[src/rtl/reg_write_arbiter.sv]
// Two-requester writeback arbiter for the 8x8 reg_file write port, with a per-register busy scoreboard.
// Define REGARB_RR_EN for round-robin arbitration; otherwise req0 has fixed priority.
module reg_write_arbiter #(
    parameter int unsigned DATA_WIDTH = 8,
    parameter int unsigned ADDR_WIDTH = 3
) (
    input  logic                       CLK,
    input  logic                       RESET,
    input  logic                       REQ0_VALID,
    input  logic [ADDR_WIDTH-1:0]      REQ0_ADDR,
    input  logic [DATA_WIDTH-1:0]      REQ0_DATA,
    output logic                       REQ0_READY,
    input  logic                       REQ1_VALID,
    input  logic [ADDR_WIDTH-1:0]      REQ1_ADDR,
    input  logic [DATA_WIDTH-1:0]      REQ1_DATA,
    output logic                       REQ1_READY,
    output logic [DATA_WIDTH-1:0]      WR_DATA,
    output logic [ADDR_WIDTH-1:0]      WR_ADDR,
    output logic                       WR_EN,
    output logic                       GRANT_ID,
    output logic [2**ADDR_WIDTH-1:0]   PENDING
);

    typedef enum logic [1:0] {
        SEL_NONE,
        SEL_REQ0,
        SEL_REQ1
    } sel_t;

    logic                  buf0_valid;
    logic [ADDR_WIDTH-1:0] buf0_addr;
    logic [DATA_WIDTH-1:0] buf0_data;
    logic                  buf1_valid;
    logic [ADDR_WIDTH-1:0] buf1_addr;
    logic [DATA_WIDTH-1:0] buf1_data;

    logic                  wr_en_q;
    logic [ADDR_WIDTH-1:0] wr_addr_q;
    logic [DATA_WIDTH-1:0] wr_data_q;
    logic                  grant_id_q;

    sel_t                  sel;

`ifdef REGARB_RR_EN
    logic                  prio;
    logic                  contested;

    assign contested = buf0_valid && buf1_valid;
`endif

    always_comb begin
        sel = SEL_NONE;
        if (buf0_valid && buf1_valid) begin
`ifdef REGARB_RR_EN
            sel = prio ? SEL_REQ1 : SEL_REQ0;
`else
            sel = SEL_REQ0;
`endif
        end else if (buf0_valid) begin
            sel = SEL_REQ0;
        end else if (buf1_valid) begin
            sel = SEL_REQ1;
        end
    end

    // A buffer only accepts while empty, so a buffer being granted cannot refill in the same edge.
    always_ff @(posedge CLK) begin
        if (RESET) begin
            buf0_valid <= 1'b0;
            buf0_addr  <= '0;
            buf0_data  <= '0;
            buf1_valid <= 1'b0;
            buf1_addr  <= '0;
            buf1_data  <= '0;
            wr_en_q    <= 1'b0;
            wr_addr_q  <= '0;
            wr_data_q  <= '0;
            grant_id_q <= 1'b0;
`ifdef REGARB_RR_EN
            prio       <= 1'b0;
`endif
        end else begin
            if (!buf0_valid && REQ0_VALID) begin
                buf0_valid <= 1'b1;
                buf0_addr  <= REQ0_ADDR;
                buf0_data  <= REQ0_DATA;
            end else if (sel == SEL_REQ0) begin
                buf0_valid <= 1'b0;
            end

            if (!buf1_valid && REQ1_VALID) begin
                buf1_valid <= 1'b1;
                buf1_addr  <= REQ1_ADDR;
                buf1_data  <= REQ1_DATA;
            end else if (sel == SEL_REQ1) begin
                buf1_valid <= 1'b0;
            end

            wr_en_q <= (sel != SEL_NONE);
            if (sel == SEL_REQ0) begin
                wr_addr_q  <= buf0_addr;
                wr_data_q  <= buf0_data;
                grant_id_q <= 1'b0;
            end else if (sel == SEL_REQ1) begin
                wr_addr_q  <= buf1_addr;
                wr_data_q  <= buf1_data;
                grant_id_q <= 1'b1;
            end

`ifdef REGARB_RR_EN
            if (contested) begin
                prio <= (sel == SEL_REQ0);
            end
`endif
        end
    end

    always_comb begin
        PENDING = '0;
        for (int unsigned i = 0; i < 2**ADDR_WIDTH; i++) begin
            if ((buf0_valid && buf0_addr == ADDR_WIDTH'(i)) ||
                (buf1_valid && buf1_addr == ADDR_WIDTH'(i)) ||
                (wr_en_q    && wr_addr_q == ADDR_WIDTH'(i))) begin
                PENDING[i] = 1'b1;
            end
        end
    end

    assign REQ0_READY = ~buf0_valid;
    assign REQ1_READY = ~buf1_valid;
    assign WR_EN      = wr_en_q;
    assign WR_ADDR    = wr_addr_q;
    assign WR_DATA    = wr_data_q;
    assign GRANT_ID   = grant_id_q;

endmodule

[config.mk]
export PLATFORM = sky130hd
export DESIGN_NAME = reg_write_arbiter
export DESIGN_NICKNAME = d
export VERILOG_FILES = /design/src/rtl/reg_write_arbiter.sv
export SDC_FILE = /design/constraint.sdc
export NUM_CORES = 1
export LEC_CHECK = 0
export ABC_AREA = 1
export CAP_MARGIN = 30
export CORE_AREA = 2 2 85 87
export CTS_BUF_LIST = sky130_fd_sc_hd__clkbuf_16
export CTS_CLUSTER_DIAMETER = 150
export DETAILED_ROUTE_END_ITERATION = 16
export DIE_AREA = 0 0 87 89
export GPL_TIMING_DRIVEN = 0
export SLEW_MARGIN = 25
export SYNTH_ARGS = -nofsm -noshare
export SYNTH_HDL_FRONTEND = slang
export SYNTH_SLANG_ARGS = --single-unit
[constraint.sdc]
create_clock -name CLK -period 1.4 [get_ports CLK]
set_input_delay 0.28 -clock CLK [delete_from_list [all_inputs] [get_ports CLK]]
set_output_delay 0.28 -clock CLK [all_outputs]
set_load 0.01 [all_outputs]
==> flow_metrics.env <==
export IMPL_tightest_slew_ns=0.249
export IMPL_cp_slowest_cell="dfxtp_4"
export IMPL_maxSlewViolCount=0
export IMPL_dp_hpwl_um=3340
export IMPL_violations="setup timing"
export IMPL_yosysMostFrequentCell="nand2_1"
export IMPL_peakVddDrop_v=0.000445
export IMPL_postSynthAreaPerCell_um2=6.50
export IMPL_multi_input_area_um2=803
export IMPL_ys_seq_area_share_pct=44.7
export IMPL_clock_path_buffers=2
export IMPL_die_area_um2=7740
export IMPL_syn_inst=255
export IMPL_drive_gt1_share_pct=21.7
export IMPL_via_count=1722
export IMPL_p_leak_nw=1.28
export IMPL_cts_hold_buf=0
export IMPL_cts_root_buf="clkbuf_16"
export IMPL_cap_violations=0
export IMPL_die_h_um=89
export IMPL_crit_family="flip-flops"
export IMPL_route_antenna_remaining_nets=0
export IMPL_synthFlopType="dfxtp_1"
export IMPL_routedWlPerCell_um=12.1
export IMPL_utilization_pct=37.7
export IMPL_drc=0
export IMPL_yosysTopAreaCellShare_pct=44.7
export IMPL_initial_utilization_pct=24.7
export IMPL_setup_violations=4
export IMPL_cp_buffers_inverters=3
export IMPL_path_max_fanout=4
export IMPL_drtIter0Drc=47
export IMPL_fillers=708
export IMPL_groute_usage_overall_pct=12.7
export IMPL_crit_path_start_kind="register"
export IMPL_end_kind="output pin"
export IMPL_syn_nets=281
export IMPL_clkLatencyLatePin_ns=0.28
export IMPL_first_global_vias=1555
export IMPL_die_x_um=87
export IMPL_fmax_mhz=702
export IMPL_slew_limit_headroom_pct=83.2
export IMPL_setup_slack_ns=-0.0236
export IMPL_ys_types=16
export IMPL_overflow=0
export IMPL_synth_commonest_cells="60 x nand2_1, 59 x nor2_1, 37 x dfxtp_1"
export IMPL_row_count=30
export IMPL_yosys_warnings=0
export IMPL_fin_area_um2=2540
export IMPL_finalCritPeriodShare_pct=102
export IMPL_status="finished, violations left"
export IMPL_io_buffers=48
export IMPL_fin_crit_ns=1.42
export IMPL_first_pass_iters=4
export IMPL_p_per_area_nw_per_um2=1120
export IMPL_synth_seq_cells=37
export IMPL_finalHoldViolations=0
export IMPL_path_clk_slew_ns=0.06
export IMPL_synth_area_leader_cell="dfxtp_1"
export IMPL_htree_num_levels=2
export IMPL_placed_area_um2=2240
export IMPL_slowest_delay_ns=0.37
export IMPL_rsz0062_at_grt="true"
export IMPL_viasPerCell=4.33
export IMPL_antenna_found_initial=0
export IMPL_worst_ep_required_time_ns=1.12
export IMPL_nets=343
export IMPL_critPathKind="register to output pin"
export IMPL_numClockSinks=37
export IMPL_async_flop_share_pct=0
export IMPL_finalWirelength_um=4820
export IMPL_ios=49
export IMPL_finalClockSkew_ns=0.00824
export IMPL_antennaDiodeCount=0
export IMPL_synth_area_leaders="dfxtp_1 45%, nand2_1 14%, nor2_1 13%"
export IMPL_gp_congestion=0.817
export IMPL_critPathArrivalTime_ns=1.14
export IMPL_grt_max_degree=12
export IMPL_tritoncts="built"
export IMPL_area_growth_pct=53.0
export IMPL_cp_cell_sequence="nand2_2 > inv_2 > buf_6 > nand2_2 > nand3_2 > buf_6"
export IMPL_cts_made_buffers=5
export IMPL_coreArea_um2=6720
export IMPL_ff_latch_area_um2=773
export IMPL_syn_area_um2=1660
export IMPL_hp_class="register to register"
export IMPL_synth_edff_count=0
export IMPL_pre_cts_ws_ns=-0.404
export IMPL_grt_pass1_wl_um=7530
export IMPL_setup_tns_ns=-0.0266
## worst min-delay path: cells and delay by family (launching register included)
| family | cells | cell delay [ns] |
|---|---|---|
| flip-flops | 1 | 0.32 |
| AND/OR/NAND/NOR | 2 | 0.13 |
## per-layer routing
metal  global-route usage, %  vias up  wire length (um)
li1                        -      913                 -
met1                    16.0      761              2230
met2                    20.9       43              2260
met3                    4.25        5               295
met4                    3.13        0                34
met5                       0        -                 0
## flip-flops by register name, indices dropped and copies added, names as in the netlist, 3 cells and up
| signal | flops |
|---|---|
| buf1_data | 8 |
| WR_ADDR | 3 |
| WR_DATA | 8 |
| buf1_addr | 3 |
| buf0_data | 8 |
| buf0_addr | 3 |
## cell families (layout without fill, tap and decap cells)
kind of cell	Yosys count	after routing	share of synthesized area, %
flip-flops	37	37	44.7
AO/OA/AOI/OAI	23	23	6.94
buffers and inverters	40	103	10.3
AND/OR/NAND/NOR	155	155	38.0
## per-stage QoR
| step | cells | total power, W | hold WS (ns) |
|---|---|---|---|
| finish | 398 | 0.00285 | 0.482 |
| global route | 398 | 0.00297 | 0.501 |
| CTS | 397 | 0.00286 | 0.485 |
| detailed placement | 383 | 0.00162 | 0.473 |
| global placement | 383 | 0.00161 | 0.464 |
| floorplan | 255 | 0.00141 | 0.349 |
## cells in the final DEF, fill, tap and decap left out
| cell | count |
|---|---|
| buf_4 | 9 |
| nand3_1 | 28 |
| nor3_1 | 1 |
| o21ai_1 | 6 |
| clkinv_1 | 1 |
| dfxtp_2 | 5 |
| nand3_2 | 4 |
| nor2_2 | 2 |
| clkbuf_2 | 1 |
| o21ai_0 | 16 |
| dlygate4sd2_1 | 13 |
| inv_1 | 22 |
| inv_6 | 1 |
| clkdlybuf4s15_2 | 1 |
| nor2_4 | 3 |
| nand2_2 | 7 |
| clkdlybuf4s50_1 | 25 |
| nor2_1 | 55 |
| buf_8 | 1 |
| clkbuf_16 | 5 |
| nand2_1 | 55 |
| a21oi_1 | 1 |
| inv_4 | 1 |
| bufinv_16 | 1 |
| clkdlybuf4s15_1 | 1 |
| inv_2 | 5 |
| buf_2 | 11 |
| buf_6 | 5 |
| dfxtp_4 | 7 |
| dfxtp_1 | 25 |
## power breakdown
part	internal, W	switching [W]
Combinational	0.000205	0.000219
Sequential	0.00113	0.0000633
Clock	0.000827	0.000407
Total	0.00216	0.000689
## final timing paths
kind | startpoint | slack, ns | end | depth (start not counted)
worst max-delay path | buf1_valid | -0.02 | PENDING[5] | 6
worst min-delay path | buf0_data[7] | 0.48 | buf0_data[7] | 2
worst max register to register | buf1_valid | 0.25 | buf1_addr[1] | 6
worst min register to register | buf0_data[7] | 0.48 | buf0_data[7] | 2
## area by class of cell
cell class / count / share of cell area, %
multi-input combinational: 178 / 31.7
clock buffer: 5 / 4.93
timing repair buffer: 56 / 20.2
sequential: 37 / 30.5
buffer: 11 / 2.86
tap: 80 / 3.95
inverter: 28 / 4.44
clock inverter: 3 / 1.48
## what timing repair did
item	CTS	global route
gates resized for setup	88	17
hold endpoints to repair	0	0
endpoints found under the setup margin	39	22
pin swaps	3	5
setup buffers	6	2
(Power assumes the default switching activity.)
